===== src/rtl/clk_pattern_gen.sv =====
`default_nettype none
// ============================================================================
//  Module      : clk_pattern_gen
//  Description : Programmable clock-pattern generator. Produces clk_out with
//                independently programmable high and low durations counted in
//                clk cycles. New settings arrive over a valid/ready handshake
//                into a shadow slot and are applied only at a period
//                boundary, so clk_out never shows a runt pulse.
//  Revision    : 1.0 - initial release
// ----------------------------------------------------------------------------
//  Parameters
//    CNT_W       width of the high/low duration fields
//    PCNT_W      width of the completed-period counter
//  Ports
//    clk         system clock, rising edge
//    rst         synchronous active-high reset
//    en          run request; a period in progress always completes
//    cfg_valid   new configuration offered
//    cfg_ready   shadow slot free (accept = cfg_valid && cfg_ready)
//    cfg_high    high duration in cycles (0 treated as 1)
//    cfg_low     low duration in cycles (0 treated as 1)
//    clk_out     generated clock, 1 exactly while in HIGH
//    period_done one-cycle pulse during the last LOW cycle of each period
//    busy        FSM not in IDLE
//    period_cnt  completed periods since reset (wraps silently)
//  Build option
//    CLK_GEN_PERIOD_CNT_EN  when defined, the period counter is built;
//                           otherwise period_cnt is tied to 0.
// ============================================================================
module clk_pattern_gen #(
    parameter int CNT_W  = 16,
    parameter int PCNT_W = 32
) (
    input  logic              clk,
    input  logic              rst,
    input  logic              en,
    input  logic              cfg_valid,
    output logic              cfg_ready,
    input  logic [CNT_W-1:0]  cfg_high,
    input  logic [CNT_W-1:0]  cfg_low,
    output logic              clk_out,
    output logic              period_done,
    output logic              busy,
    output logic [PCNT_W-1:0] period_cnt
);

    localparam logic [CNT_W-1:0] c_ONE  = {{(CNT_W-1){1'b0}}, 1'b1};
    localparam logic [CNT_W-1:0] c_ZERO = '0;

    typedef enum logic [1:0] {
        S_IDLE = 2'd0,
        S_HIGH = 2'd1,
        S_LOW  = 2'd2
    } state_t;

    state_t           r_state;
    state_t           w_next_state;
    logic [CNT_W-1:0] r_cnt;
    logic [CNT_W-1:0] w_next_cnt;
    logic [CNT_W-1:0] r_act_high;
    logic [CNT_W-1:0] r_act_low;
    logic [CNT_W-1:0] r_sh_high;
    logic [CNT_W-1:0] r_sh_low;
    logic             r_pend;
    logic             r_period_done;
    logic             w_apply;
    logic             w_period_end;
    logic             w_accept;
    logic [CNT_W-1:0] w_start_high;

    assign w_accept = cfg_valid && !r_pend;

    // High duration of a period starting this edge: the shadow value wins
    // when a config is pending, since it is applied on this same edge.
    assign w_start_high = r_pend ? r_sh_high : r_act_high;

    // ------------------------------------------------------------------
    // Next-state / counter logic
    // ------------------------------------------------------------------
    always_comb begin
        w_next_state = r_state;
        w_next_cnt   = r_cnt;
        w_apply      = 1'b0;
        w_period_end = 1'b0;
        case (r_state)
            S_IDLE: begin
                if (en) begin
                    w_next_state = S_HIGH;
                    w_apply      = r_pend;
                    w_next_cnt   = w_start_high - c_ONE;
                end
            end
            S_HIGH: begin
                if (r_cnt == c_ZERO) begin
                    w_next_state = S_LOW;
                    w_next_cnt   = r_act_low - c_ONE;
                end else begin
                    w_next_cnt   = r_cnt - c_ONE;
                end
            end
            S_LOW: begin
                if (r_cnt == c_ZERO) begin
                    w_period_end = 1'b1;
                    if (en) begin
                        w_next_state = S_HIGH;
                        w_apply      = r_pend;
                        w_next_cnt   = w_start_high - c_ONE;
                    end else begin
                        w_next_state = S_IDLE;
                        w_next_cnt   = c_ZERO;
                    end
                end else begin
                    w_next_cnt   = r_cnt - c_ONE;
                end
            end
            default: begin
                w_next_state = S_IDLE;
                w_next_cnt   = c_ZERO;
            end
        endcase
    end

    // ------------------------------------------------------------------
    // State, counter and configuration registers
    // ------------------------------------------------------------------
    always_ff @(posedge clk) begin
        if (rst) begin
            r_state       <= S_IDLE;
            r_cnt         <= c_ZERO;
            r_act_high    <= c_ONE;
            r_act_low     <= c_ONE;
            r_sh_high     <= c_ONE;
            r_sh_low      <= c_ONE;
            r_pend        <= 1'b0;
            r_period_done <= 1'b0;
        end else begin
            r_state <= w_next_state;
            r_cnt   <= w_next_cnt;
            // Registered pulse: high while the upcoming cycle is the last LOW.
            r_period_done <= (w_next_state == S_LOW) && (w_next_cnt == c_ZERO);

            // Apply and accept are mutually exclusive: apply needs pend=1,
            // accept needs pend=0.
            if (w_apply) begin
                r_act_high <= r_sh_high;
                r_act_low  <= r_sh_low;
                r_pend     <= 1'b0;
            end else if (w_accept) begin
                r_sh_high  <= (cfg_high == c_ZERO) ? c_ONE : cfg_high;
                r_sh_low   <= (cfg_low  == c_ZERO) ? c_ONE : cfg_low;
                r_pend     <= 1'b1;
            end
        end
    end

`ifdef CLK_GEN_PERIOD_CNT_EN
    logic [PCNT_W-1:0] r_period_cnt;

    always_ff @(posedge clk) begin
        if (rst) begin
            r_period_cnt <= '0;
        end else if (w_period_end) begin
            r_period_cnt <= r_period_cnt + {{(PCNT_W-1){1'b0}}, 1'b1};
        end
    end

    assign period_cnt = r_period_cnt;
`else
    logic w_unused_period_end;
    assign w_unused_period_end = w_period_end;
    assign period_cnt          = '0;
`endif

    assign clk_out     = (r_state == S_HIGH);
    assign busy        = (r_state != S_IDLE);
    assign cfg_ready   = !r_pend;
    assign period_done = r_period_done;

endmodule
`default_nettype wire


===== config.mk =====
export PLATFORM = sky130hd
export DESIGN_NAME = clk_pattern_gen
export DESIGN_NICKNAME = d
export VERILOG_FILES = /design/src/rtl/clk_pattern_gen.sv
export SDC_FILE = /design/constraint.sdc
export NUM_CORES = 1
export LEC_CHECK = 0
export CAP_MARGIN = 20
export CORE_ASPECT_RATIO = 1.5
export CORE_MARGIN = 2
export CORE_UTILIZATION = 37
export CTS_CLUSTER_DIAMETER = 120
export DETAILED_ROUTE_END_ITERATION = 6
export HOLD_SLACK_MARGIN = 0.05
export SYNTH_ARGS = -nofsm -noshare
export SYNTH_HDL_FRONTEND = slang
export SYNTH_SLANG_ARGS = --single-unit

===== constraint.sdc =====
create_clock -name clk -period 6.39 [get_ports clk]
set_input_delay 1.278 -clock clk [delete_from_list [all_inputs] [get_ports clk]]
set_output_delay 1.278 -clock clk [all_outputs]
set_load 0.01 [all_outputs]

## After elaboration in Yosys (flattened, before gate mapping)

Index checks and enable logic that the tools add are counted.

| operators by class | value |
|---|---|
| $add $sub $neg | 3 |
| equal/unequal tests | 3 |
| mux-type cells | 16 |
| bitwise operators | 1 |
| reduce and logical (&&, ||, !) cells | 11 |

Operators by type and width:

| cell | number |
|---|---|
| two-way mux 16 bit | 7 |
| zero test 16 bit | 4 |
| one-hot mux 16 bit (3 select lines) | 1 |
| subtractor 16 x 1 -> 16 bit (second input constant) | 3 |
| two-way mux 2 bit | 3 |
| one-hot mux 2 bit (3 select lines) | 1 |
| equality test 2 bit (second input constant) | 2 |
| two-way mux 1 bit | 3 |
| equality test 2 x 1 -> 1 bit (second input constant) | 1 |
| logical AND 1 bit | 2 |
| zero test 2 bit | 1 |
| one-hot mux 1 bit (2 select lines) | 1 |
| AND reduction 2 bit | 1 |
| nonzero test 2 bit | 1 |
| OR reduction 2 bit | 1 |
| zero test 1 bit | 1 |
| inverter 1 bit | 1 |

| storage, ports and cells | value |
|---|---|
| register bits | 84 |
| input bits | 36 |
| output and inout port bits | 36 |
| logic and storage cells | 42 |

## Longest topological paths before layout

Gate-level depths: netlist of run 1.

| depth | value |
|---|---|
| word-level depth | 7 |
| mapped depth | 15 |
| mapped depth without buffers | 10 |

## Worst setup path before layout of run 1

Ideal clock, no wire load.

| path | value |
|---|---|
| path type | reg-to-reg |
| start point | reg r_pend |
| end point | reg r_period_done, in the netlist period_done |
| setup time | 0.117 ns |
| data arrival time | 3.223 ns |
| data required time | 6.273 ns |
| path slack | 3.051 ns |
| cell stages (with the launch flop) | 16 |
| path buffers | 5 |
| clock period less this slack | 3.339 ns |
| cells stage by stage | dfxtp_1 > buf_2 > buf_2 > buf_2 > buf_2 > mux2i_1 > ha_1 > clkbuf_1 > or4b_2 > o21ai_0 > a21o_1 > a32oi_1 > nand2_1 > and4bb_1 > and4_1 > and4b_1 |

| between the ends | value |
|---|---|
| cells in the longest elaborated chain, start to end | 7 |
| elaborated cells between the ends (all ways) | 8 |
| those cells by class | add/sub: 1; mux: 5; reduce/logical: 2 |

RTL lines:

| what | line | RTL |
|---|---|---|
| start, declared | 64 | `logic r_pend;` |
| start signal, assigned | 134 | `r_pend <= 1'b0;` |
| start signal, assigned | 147 | `r_pend <= 1'b0;` |
| start signal, assigned | 151 | `r_pend <= 1'b1;` |
| two-way mux 16 bit * | 75 | `assign w_start_high = r_pend ? r_sh_high : r_act_high;` |
| subtractor 16 x 1 -> 16 bit * | 90, 107 |  |
| two-way mux 16 bit | 104 | `if (en) begin` |
| two-way mux 16 bit | 102 | `if (r_cnt == c_ZERO) begin` |
| one-hot mux 16 bit (3 select lines) * | 85 | `case (r_state)` |
| zero test 16 bit * | 140 | `r_period_done <= (w_next_state == S_LOW) && (w_next_cnt == c_ZERO);` |
| logical AND 1 bit * | 140 |  |
| end signal, assigned | 140 |  |
| end, declared | 65 | `logic r_period_done;` |

Every way passes the cells marked *; elsewhere a longest branch is shown, timed or not.
A chain may end at the register's enable or synchronous reset.

## Final worst setup path of run 1

Ends and elaborated chain as after synthesis.

==> results of run 1 <==
-- final cells by class --
type | instances | area share (%)
multi-input combinational | 527 | 53.7
sequential | 84 | 29.0
timing repair buffer | 46 | 7.52
clock buffer | 12 | 4.43
tap | 162 | 3.50
clock inverter | 4 | 0.951
inverter | 13 | 0.843
-- flip-flops by register name (all words and copies together), names as in the netlist --
register	count
r_pend	1
r_act_low	16
r_sh_high	16
r_act_high	16
r_sh_low	16
r_cnt	16
r_state	2
period_done	1
-- path summary, 6_finish.rpt --
path / start / endpoint / slack (ps)
worst max register to register: r_pend / period_done / 2010
worst max-delay path: r_pend / period_done / 2010
worst min-delay path: r_sh_low[1] / r_act_low[1] / 450
worst min register to register: r_sh_low[1] / r_act_low[1] / 450
-- layer usage --
| layer | GRT usage [%] | up-vias | part of all wire [%] | routed length, um |
|---|---|---|---|---|
| li1 | - | 2372 | - | - |
| met1 | 23.6 | 2243 | 39 | 6140 |
| met2 | 36.7 | 183 | 50 | 7830 |
| met3 | 2.68 | 55 | 4.4 | 689 |
| met4 | 13.5 | 0 | 5.9 | 913 |
| met5 | 0 | - | 0 | 0 |
-- cells in the mapped netlist, types with 4 or more instances --
master / n / area (um2)
dfxtp_1: 84 / 1680
nand2_1: 101 / 379
o22ai_1: 7 / 43.8
xor2_1: 13 / 114
or4_1: 8 / 60.1
nor4_1: 18 / 113
inv_1: 12 / 45.0
buf_2: 11 / 55.1
a31oi_1: 5 / 31.3
a22oi_1: 28 / 210
nand3_1: 6 / 30.0
nor2b_1: 13 / 81.3
xnor2_1: 13 / 114
nand4_1: 5 / 31.3
mux2i_1: 17 / 170
or3_1: 9 / 56.3
o31ai_1: 5 / 37.5
o21ai_0: 18 / 90.1
clkbuf_1: 27 / 101
nor3_1: 23 / 115
o211ai_1: 5 / 37.5
a21oi_1: 59 / 295
a211oi_1: 4 / 30.0
nor2_1: 55 / 206
buf_4: 34 / 255
nand2b_1: 7 / 43.8
nor3b_1: 5 / 37.5
-- through the flow --
step	power (mW)	utilization [%]	setup slack, ps	instance area (um2)
floorplan	1.62	-	3050	5260
global placement	2.02	40.4	2170	5470
detailed placement	1.99	40.4	2070	5470
CTS	2.54	42.7	2120	5780
global route	2.70	42.8	1880	5790
finish	2.58	42.8	2010	5790
-- kinds of logic after synthesis --
family | Yosys count | synth area share, %
XOR/XNOR | 26 | 4.43
adder cells (fa/ha/maj) | 3 | 0.730
other | 1 | 0.0729
AO/OA/AOI/OAI | 165 | 20.8
AND/OR/NAND/NOR | 281 | 28.3
buffers and inverters | 86 | 9.03
flip-flops | 84 | 32.7
multiplexers | 20 | 3.97
-- power by group through the flow --
stage / clock network (mW) / registers (mW) / logic, mW
2_1_floorplan: 0 / 0.662 / 0.961
3_3_place_gp: 0 / 0.717 / 1.30
3_5_place_dp: 0 / 0.718 / 1.28
4_1_cts: 0.552 / 0.706 / 1.28
5_1_grt: 0.573 / 0.722 / 1.40
6_report: 0.545 / 0.710 / 1.33
-- worst register-to-register path: stages (launching register included) --
cell,delay (ps)
dfxtp_1,650
buf_4,410
or3b_1,380
a222oi_1,960
and4_1,440
o311ai_0,130
a22oi_1,470
nand3_1,130
nor4_1,490
and4b_1,270
==> results by group, run 1 <==
Route
  – Drt pass-1 iters: 5
  – Via count: around 4900
  – Drt drc: 0
  – Iter 0 DRT Violations: roughly 210
  – Drt via density: ~5.7
  – Post-DR wirelength/cell: approximately 18 um
  – Detail Route Antenna Nets: 0
  – Final WL: between 15000 and 20000 um

Layout
  – Most common library cell in the layout ignoring fill and taps: nand2_1
  – Final #Nets: 720
  – Layout area overhead: 12.7%
  – Filler cells: 1386
  – Final Instance Count excl. Fillers: ~850
  – Seq. cell area: around 1700 um2
  – Layout cells sized above 1: a little over 6%
  – N_diodes: 0
  – Multi-input gate area: 3110 um2
  – Most frequent cells in the layout: nand2_1, dfxtp_1, a21oi_1

Global route
  – Largest net degree at the start of global routing: 84
  – First-pass GRT wire length: between 20000 and 25000 um
  – Total gr overflow: 0
  – Total track usage: 21.0%
  – Vias in the first global route: 4533
  – Initial antenna violation count: 0

Critical path
  – CP arrival: around 4700 ps
  – Worst r2r path cells: 9
  – Crit path largest cell delay: between 900 and 1000 ps
  – Number of cells on the critical path: 9
  – Crit-path max FO: 28
  – CP Cell Sequence: buf_4 > or3b_1 > a222oi_1 > and4_1 > o311ai_0 > a22oi_1 > nand3_1 > nor4_1 > and4b_1
  – Slowest CP cell: a222oi_1
  – Largest delay contributor family on the critical path: simple AND/OR/NAND/NOR gates
  – Startpoint types: register
  – Buffers and inverters on the worst path: 1
  – Critical path class: register to register
  – Worst path required time: roughly 6700 ps
  – Setup crit end kind: register

Synthesis
  – EDFF count, synth: 0
  – Share of flip-flops with an asynchronous set or reset: 0%
  – Distinct cells, synth: 71
  – Dominant synthesized flop cell: dfxtp_1
  – Mapped Cells: ~670
  – YS warnings: 0
  – Syn Area/Cell: approximately 7.7 um2
  – Register area share after synthesis: roughly a third
  – #FFs+latches synth: 84
  – Netlist Area Pre-Place: 5140 um2

Floorplan
  – Die area: approximately 15000 um2
  – Rows: 52
  – Ports: 72
  – Core Box Area: between 10000 and 15000 um2
  – Width of the die: roughly 100 um
  – Starting Density: between 30% and 40%
  – Die Height: between 100 and 150 um

STA
  – Fin. max-slew vios: 0
  – Worst slew margin: about 17%
  – Setup TNS: 0 ps
  – Max Clk Rate: about 230 MHz
  – Setup Skew: 11.3 ps
  – Final setup violation count: 0
  – Worst-margin pin slew: roughly 1200 ps
  – Final min period: between 4000 and 5000 ps
  – Count of final hold-check violations: 0
  – Hold_ws: 449 ps
  – Period Utilization, post-route: between 60% and 70%
  – RSZ-0062 raised after global routing: false

Power
  – Pleak: between 2 and 2.5 nW
  – Power Density: about 450 nW/um2
  – Power share of the sequential group: around 28%
  – P_sw: between 1 and 1.5 mW
  – VDD IR max: 0.000164 V
  – Clock Power Share: roughly a fifth
  – Internal power: 1.38 mW
  – Sw Share: approximately 47%
  – Combinational share of power: between 50% and 60%

CTS
  – CTS tree: done
  – Post-CTS Setup Bufs: 0
  – CTS Buffer Depth: 2
  – H-tree depth: 3
  – Hold-fix buffers, CTS: 0
  – Worst skew pair latency: around 350 ps
  – Clk Tree Root Cell: clkbuf_16
  – CTS Buf Count: 9
  – Gates resized, CTS repair: 0
  – CTS sink count: between 80 and 90
  – Clock-pin slew on the worst setup and hold paths: 70 ps

Worst hold path
  – Hold WC Path Type: register to register
  – Hold Path Stages: 2

Place
  – Placed Cells: 830
  – Routability cong.: between 0.9 and 1
  – Port buffer count: 39
  – Dpl hpwl: about 12000 um

Flow run
  – Total of max-cap violations: 0

Status
  – Status: finished, final reports clean
Power figures use the tool's default switching activity.
==> run 2: changes to the inputs <==
- clock period: 6.39 -> 4.5 ns (I/O delays scaled with it)
==> run 2 against run 1 <==
Worst hold slack better by 5.7 ps. Setup slack worse by 970 ps. Design area up 1.1%. First-iteration DRC count is 28% higher. Non-clock buffer count increased by 9. Clock-buffer cell count is 3 lower. Critical path depth down 1. Power up 44%. Wire length is 1.8% higher. Via count up 3.4%. Largest cell class unchanged.
==> results by group, run 2 (synthesis gave the netlist of run 1 again) <==
CTS
  – CTS Buf Count: 9 (unchanged)
  – Hold-fix buffers, CTS: 0 (unchanged)
  – H-tree depth: 3 (unchanged)
  – CTS Buffer Depth: 2 (unchanged)
  – CTS sink count: 84 (unchanged)
  – Post-CTS Setup Bufs: 0 (unchanged)
  – Worst skew pair latency: 350 ps (about the same)
  – Clk Tree Root Cell: clkbuf_16 (unchanged)
  – Gates resized, CTS repair: 0 (unchanged)
  – Clock-pin slew on the worst setup and hold paths: 70 ps (about the same)
  – CTS tree: done (unchanged)

STA
  – Max Clk Rate: 290 MHz (was 229 MHz)
  – Fin. max-slew vios: 0 (unchanged)
  – Period Utilization, post-route: 76.7% (was 68.5%)
  – Worst slew margin: 32.9% (was 17.1%)
  – Worst-margin pin slew: 994 ps (was 1240 ps)
  – RSZ-0062 raised after global routing: false (unchanged)
  – Setup TNS: 0 ps (unchanged)
  – Count of final hold-check violations: 0 (unchanged)
  – Setup Skew: 7.83 ps (was 11.3 ps)
  – Final setup violation count: 0 (unchanged)
  – Hold_ws: 454 ps (was 449 ps)
  – Final min period: 3450 ps (was 4380 ps)

Layout
  – Final #Nets: 729 (was 720)
  – Design area: 5860 um2 (was 5790 um2)
  – Layout area overhead: 13.9% (was 12.7%)
  – Most common library cell in the layout ignoring fill and taps: nand2_1 (unchanged)
  – Final Instance Count excl. Fillers: 857 (was 848)
  – N_diodes: 0 (unchanged)
  – Most frequent cells in the layout: nand2_1, dfxtp_1, a21oi_1 (unchanged)
  – Layout cells sized above 1: 7.48% (was 6.12%)

Place
  – Placed inst area: 5540 um2 (was 5470 um2)
  – Placed Cells: 840 (was 830)
  – Port buffer count: 39 (unchanged)
  – Routability cong.: 0.990 (was 0.958)
  – Dpl hpwl: 12000 um (was 11800 um)

Route
  – Drt via density: 5.86 (was 5.72)
  – WL met1: 6240 um (was 6140 um)
  – Drt drc: 0 (unchanged)
  – DR WL met2: 7840 um (was 7830 um)
  – Via count: 5020 (was 4853)
  – Final WL: 15900 um (was 15600 um)
  – Post-DR wirelength/cell: 18.5 um (was 18.4 um)
  – Drt pass-1 iters: 5 (unchanged)
  – Detail Route Antenna Nets: 0 (unchanged)
  – Metal3 WL: 886 um (was 689 um)
  – Max Used Layer: met4 (unchanged)
  – Iter 0 DRT Violations: 268 (was 209)

Floorplan
  – Die area: 14900 um2 (unchanged)
  – Width of the die: 100 um (unchanged)
  – Core Box Area: 13500 um2 (unchanged)
  – Rows: 52 (unchanged)
  – Ports: 72 (unchanged)
  – Starting Density: 38.0% (unchanged)
  – Die Height: 148 um (unchanged)

Critical path
  – Critical path class: register to register (unchanged)
  – CP arrival: 3740 ps (was 4660 ps)
  – Worst path required time: 4790 ps (was 6670 ps)
  – Worst r2r path cells: 8 (was 9)
  – Startpoint types: register (unchanged)
  – Setup crit end kind: register (unchanged)
  – Crit-path max FO: 19 (was 28)

Global route
  – Total gr overflow: 0 (unchanged)
  – First-pass GRT wire length: 25100 um (was 24500 um)
  – Initial antenna violation count: 0 (unchanged)
  – Total track usage: 21.5% (was 21.0%)
  – Largest net degree at the start of global routing: 47 (was 84)
  – Vias in the first global route: 4627 (was 4533)

Status
  – Status: finished, final reports clean (unchanged)

Power
  – Power Density: 635 nW/um2 (was 446 nW/um2)
  – Design Power: 3.72 mW (was 2.58 mW)
  – VDD IR max: 0.000269 V (was 0.000164 V)
  – Pleak: 2.20 nW (was 2.15 nW)

Flow run
  – Total of max-cap violations: 0 (unchanged)

Worst hold path
  – Hold Path Stages: 2 (unchanged)
  – Hold WC Path Type: register to register (unchanged)
-- run 2: cell count changes in the layout (fill, tap and decap cells not counted), sizes merged --
cell      before  now
clkbuf        13    9
clkinvlp       1    0
inv           13   16
clkinv         2    3
buf            7   17
-- run 2: metal layers --
layer | up-vias | track usage, %
met5 | - | 0
met4 | 0 | 12.9
met3 | 59 | 3.15
met2 | 219 | 36.6
met1 | 2348 | 25.3
li1 | 2394 | -
-- run 2: through the flow --
stage | utilization [%] | worst slack [ps]
floorplan | - | 1160
global placement | 41.0 | 805
detailed placement | 41.0 | 828
CTS | 43.2 | 1100
global route | 43.3 | 866
finish | 43.3 | 1050
-- run 2: path summary, 6_finish.rpt --
path	startpoint	slack (ps)	endpoint
worst max-delay path	r_pend	1050	period_done
worst min-delay path	r_act_high[15]	450	r_act_high[15]
worst max register to register	r_pend	1050	period_done
worst min register to register	r_act_high[15]	450	r_act_high[15]
-- run 2: layout make-up --
class / count / area [um2]
fill: 1405 / 7680
multi-input combinational: 527 / 3110
sequential: 84 / 1680
timing repair buffer: 55 / 505
clock buffer: 9 / 225
tap: 162 / 203
clock inverter: 7 / 80.1
inverter: 13 / 48.8
-- run 2: report_power, final --
part	total, mW	internal (mW)	switching, mW
Clock	0.778	0.440	0.338
Sequential	1.01	0.841	0.166
Combinational	1.94	0.717	1.22
-- run 2: worst max-delay path: stages (launching register included) --
cell and delay, ps:
dfxtp_1 740, or4b_4 550, a222oi_1 680, nand4_1 220
xor2_1 220, a311oi_1 300, o211ai_1 130, nor4_1 310
and4b_1 230
==> run 3: changes to the inputs <==
- clock period: 4.5 -> 3.1 ns (I/O delays scaled with it)
==> run 3 against run 2 <==
Clock power up 38%. Final cell count up 3.4%. Sequential power grew 39%. Clock skew up 2.6 ps. Via count decreased by 0.58%. Setup slack worse by 920 ps. Register-to-register slack got worse by 920 ps. Power rose by 54%. Die area unchanged. Worst hold slack improved by 1.7 ps. Highest routed layer unchanged. Global-route usage grew 0.93 points. Largest power group unchanged. Critical path type unchanged.
==> results by group, run 3 (synthesis gave the netlist of run 1 again) <==
Status
  – Status: finished, final reports clean (unchanged)

Place
  – Placed Cells: 870 (was 840)
  – Setup WS pre-CTS: 34.8 ps (was 828 ps)
  – Port buffer count: 39 (unchanged)
  – Routability cong.: 1.03 (was 0.990)
  – Dpl hpwl: 12800 um (was 12000 um)

STA
  – Worst-margin pin slew: 1090 ps (was 994 ps)
  – Setup Skew: 10.4 ps (was 7.83 ps)
  – Setup TNS: 0 ps (unchanged)
  – Max Clk Rate: 337 MHz (was 290 MHz)
  – Final setup violation count: 0 (unchanged)
  – Count of final hold-check violations: 0 (unchanged)
  – Period Utilization, post-route: 95.8% (was 76.7%)
  – Final worst setup slack: 130 ps (was 1050 ps)
  – Fin. max-slew vios: 0 (unchanged)
  – Worst slew margin: 26.1% (was 32.9%)
  – RSZ-0062 raised after global routing: false (unchanged)
  – Final min period: 2970 ps (was 3450 ps)

CTS
  – Clock-pin slew on the worst setup and hold paths: 70 ps (about the same)
  – CTS Buffer Depth: 2 (unchanged)
  – CTS Buf Count: 9 (unchanged)
  – Post-CTS Setup Bufs: 0 (unchanged)
  – Worst skew pair latency: 340 ps (was 350 ps)
  – H-tree depth: 3 (unchanged)
  – CTS tree: done (unchanged)
  – CTS sink count: 84 (unchanged)
  – Hold-fix buffers, CTS: 0 (unchanged)
  – Gates resized, CTS repair: 0 (unchanged)
  – Clk Tree Root Cell: clkbuf_16 (unchanged)

Route
  – Detail Route Antenna Nets: 0 (unchanged)
  – Drt drc: 0 (unchanged)
  – Iter 0 DRT Violations: 169 (was 268)
  – Drt via density: 5.63 (was 5.86)
  – Drt pass-1 iters: 5 (unchanged)
  – Post-DR wirelength/cell: 18.5 um (about the same)
  – Final WL: 16400 um (was 15900 um)
  – Via count: 4991 (was 5020)

Global route
  – Initial antenna violation count: 0 (unchanged)
  – Total track usage: 22.4% (was 21.5%)
  – Total gr overflow: 0 (unchanged)
  – Vias in the first global route: 4823 (was 4627)
  – Largest net degree at the start of global routing: 83 (was 47)
  – First-pass GRT wire length: 25900 um (was 25100 um)

Critical path
  – CP arrival: 3260 ps (was 3740 ps)
  – Crit path largest cell delay: 690 ps (was 740 ps)
  – CP Cell Sequence: inv_1 > ha_1 > or4b_2 > nor4_2 > xnor2_1 > a21oi_1 > a211oi_1 > o21ai_1 > nor4_1 > and4b_1 (was or4b_4 > a222oi_1 > nand4_1 > xor2_1 > a311oi_1 > o211ai_1 > nor4_1 > and4b_1)
  – Critical path class: register to register (unchanged)
  – Worst path required time: 3390 ps (was 4790 ps)
  – Largest delay contributor family on the critical path: simple AND/OR/NAND/NOR gates (unchanged)
  – Setup crit end kind: register (unchanged)
  – Slowest CP cell: or4b_2 (was dfxtp_1)
  – Buffers and inverters on the worst path: 1 (was 0)
  – Crit-path max FO: 5 (was 19)
  – Startpoint types: register (unchanged)

Layout
  – N_diodes: 0 (unchanged)
  – Most common library cell in the layout ignoring fill and taps: nand2_1 (unchanged)
  – Final Instance Count excl. Fillers: 886 (was 857)
  – Layout cells sized above 1: 11.7% (was 7.48%)
  – Final #Nets: 758 (was 729)
  – Most frequent cells in the layout: nand2_1, dfxtp_1, a21oi_1 (unchanged)
  – Layout area overhead: 18.7% (was 13.9%)

Floorplan
  – Starting Density: 38.0% (unchanged)
  – Die area: 14900 um2 (unchanged)
  – Width of the die: 100 um (unchanged)
  – Ports: 72 (unchanged)
  – Rows: 52 (unchanged)
  – Core Box Area: 13500 um2 (unchanged)
  – Die Height: 148 um (unchanged)

Power
  – Power Density: 938 nW/um2 (was 635 nW/um2)
  – Pleak: 2.34 nW (was 2.20 nW)
  – VDD IR max: 0.000388 V (was 0.000269 V)

Worst hold path
  – Hold WC Path Type: register to register (unchanged)

Flow run
  – Total of max-cap violations: 0 (unchanged)
## run 3: changes by cell type in the layout (fill, tap and decap cells not counted), sizes merged
| cell | previous run | this run |
|---|---|---|
| buf | 17 | 46 |
| clkinv | 3 | 1 |
| clkinvlp | 0 | 2 |
| bufinv | 1 | 0 |
| clkbuf | 9 | 10 |
## run 3: layer usage
layer  track usage [%]  part of all wire, %  up-vias
met3              3.24                  3.7       45
met4              13.0                  5.0        0
met5                 0                    0        -
li1                  -                    -     2448
met2              39.6                   52      159
met1              25.3                   39     2339
## run 3: layout make-up
cell class	count	area, um2
fill	1368	7430
clock inverter	6	52.6
timing repair buffer	84	748
sequential	84	1680
inverter	13	48.8
tap	162	203
clock buffer	10	239
multi-input combinational	527	3130
## run 3: through the flow
stage / hold slack [ps] / area (um2) / util [%] / total power, mW
final: 456 / 6100 / 45.1 / 5.73
after global routing: 470 / 6100 / 45.1 / 6.07
after CTS: 454 / 6080 / 45.0 / 5.69
after detailed placement: 444 / 5790 / 42.8 / 4.61
after global placement: 443 / 5790 / 42.8 / 4.62
after floorplan: 432 / 5270 / - / 3.35
## run 3: path summary, 6_finish.rpt
path	from	endpoint	slack [ps]	depth (start not counted)
setup / recovery	r_act_low[0]	period_done	130	10
hold reg to reg	r_sh_low[11]	r_act_low[11]	460	2
setup reg to reg	r_act_low[0]	period_done	130	10
hold / removal	r_sh_low[11]	r_act_low[11]	460	2
## run 3: worst reg2reg max path, delay by kind of cell, from the launching register on
family                   cells  cell delay [ps]
XOR/XNOR                     1              180
adder cells (fa/ha/maj)      1              250
AND/OR/NAND/NOR              4             1550
flip-flops                   1              320
AO/OA/AOI/OAI                3              490
buffers and inverters        1              120
## run 3: report_power, final
| group | leakage (nW) | total (mW) | internal (mW) | switching [mW] |
|---|---|---|---|---|
| sequential | 0.685 | 1.40 | 1.22 | 0.181 |
| combinational | 1.52 | 3.26 | 1.35 | 1.91 |
| clock | 0.138 | 1.07 | 0.580 | 0.486 |
| total | 2.34 | 5.73 | 3.15 | 2.57 |
==> patch, RTL diff (flow settings as in run 2) <==
Build with the macro `CLK_GEN_PERIOD_CNT_EN` defined.
--- a/src/rtl/clk_pattern_gen.sv
+++ b/src/rtl/clk_pattern_gen.sv
@@ -29,2 +29,4 @@
 // ============================================================================
+`define CLK_GEN_PERIOD_CNT_EN
+
 module clk_pattern_gen #(
Formal check against the unedited RTL: not equivalent (Yosys sat finds a counterexample within 4 cycles, from zero or initial values and one cycle with rst high).
==> patch against run 2 <==
  * Sequential cell count grew 32
  * Wire length grew 5.5%
  * Final cell count grew 23%
  * Synthesized area grew 18%
  * Via count grew 13%
  * Sequential share of layout area grew 2.1 points
  * Total power grew 22%
  * Global-route usage shrank 1.8 points
  * Final area grew 29%
  * Worst setup slack gained 0.21 ns
==> patch: results (changes against run 2) <==
[outcome]
status = finished clean

[power]
powerSeq_uw = 1280  ; +27%
ir_worst_vdd_mv = 0.261  ; -3.0%
switching_share_pct = 40.8  ; -5.5 points
power_switching_uw = 1850  ; +7.6%
p_leak_uw = 0.00270  ; +23%

[grt]
global_route.usage.met2_pct = 31.8  ; -4.7 points
grt_pass1_vias = 5310  ; +15%
grt_max_degree = 65  ; +38%
grt_util_met1_pct = 24.7  ; -0.61 points
grt_use_total_pct = 19.7  ; -1.8 points
grt_pass1_wl_um = 27300  ; +8.5%
gr-usage-met3_pct = 2.96  ; -0.19 points

[drt]
drt_iter0_drc = 319  ; +19%
routed_wl_um = 16700  ; +5.5%
m1WireLength_um = 7350  ; +18%
vias = 5689  ; +13%
dr_wl_met2_um = 8060  ; +2.8%
wl_met3_um = 543  ; -39%
first_pass_iters = 6  ; +1

[setup_path]
cpPeakStageDelay_ns = 0.42  ; -0.32 ns
cp_slowest_cell = nor4b_1
crit_arrival_ns = 3.56  ; -0.18 ns
rr_worst_depth = 11  ; +3
r2r_slack_ns = 1.25  ; +0.21 ns
cp_max_fo = 20  ; +1

[sta]
fin_skew_ns = 0.0134  ; +0.00558 ns
whs_ns = 0.451  ; -0.00325 ns
maxSlewHeadroom_pct = 25.3  ; -7.6 points

[clocking]
clk_latency_ns = 0.41  ; +0.06 ns
htree_levels = 4  ; +1
numCtsBuffers = 17  ; +8
cts_setup_buffers = 0  ; unchanged

[synthesis]
synth_area_leaders = dfxtp_1 (38%), nand2_1 (7.2%), nor2_1 (5.9%)
synth_adder_area_share_pct = 0.825  ; +0.095 points
synth_xor_area_share_pct = 8.66  ; +4.2 points
synth_cell_types = 62  ; -13%
synth_common_cells = nand2_1 (117), dfxtp_1 (116), nor2_1 (96), a21oi_1 (56)
synth_nets = 810
synthCells = 770  ; +16%
synth.yosys.seq_area_share_pct = 38.3  ; +5.6 points

[layout]
fin_nets = 871  ; +19%
nFillCells = 1674  ; +19%

[place]
place.gp.congestion = 0.963  ; -2.8%
portBuffers = 71  ; +82%
dpl.hpwl_um = 12300  ; +2.6%
dp_cells = 1018  ; +21%

## patch: cell count changes after synthesis, sizes merged, moves of 6 or more
| cell | run 2 | this run |
|---|---|---|
| nand4 | 5 | 12 |
| nand3 | 6 | 18 |
| buf | 46 | 11 |
| xor2 | 13 | 31 |
| nor2 | 56 | 97 |
| xnor2 | 13 | 29 |
| nand2 | 101 | 117 |
| nor2b | 13 | 4 |
| or3 | 9 | 15 |
| dfxtp | 84 | 116 |
## patch: cell families (layout without fill, tap and decap cells)
family,count (synthesis),count (layout)
compound gates,158,158
flops,116,116
fa+ha+maj,4,4
buf+inv,59,133
simple gates,357,357
xor+xnor,60,60
mux,16,16
## patch: per-stage QoR
step | worst slack (ns) | utilization (%)
2_1_floorplan | 0.960 | -
3_3_place_gp | 1.28 | 43.2
3_5_place_dp | 1.20 | 43.2
4_1_cts | 1.26 | 46.8
5_1_grt | 0.970 | 46.8
6_report | 1.25 | 46.8
## patch: path summary, 6_finish.rpt
path                                               start                         to
worst min-delay path            r_sh_low[3]$_SDFFE_PP0P_  r_act_low[3]$_SDFFE_PP0P_
worst max-delay path                 r_pend$_SDFFE_PP0P_     period_done$_SDFF_PP0_
worst max register to register       r_pend$_SDFFE_PP0P_     period_done$_SDFF_PP0_
worst min register to register  r_sh_low[3]$_SDFFE_PP0P_  r_act_low[3]$_SDFFE_PP0P_
## patch: area by class of cell
| cell class | count | share of cell area [%] |
|---|---|---|
| multi-input cells | 595 | 46.6 |
| flip-flops and latches | 116 | 30.8 |
| clock buffers | 17 | 5.64 |
| repair buffers | 84 | 10.7 |
| well taps | 206 | 3.42 |
| clock inverters | 15 | 2.09 |
| inverters | 17 | 0.846 |
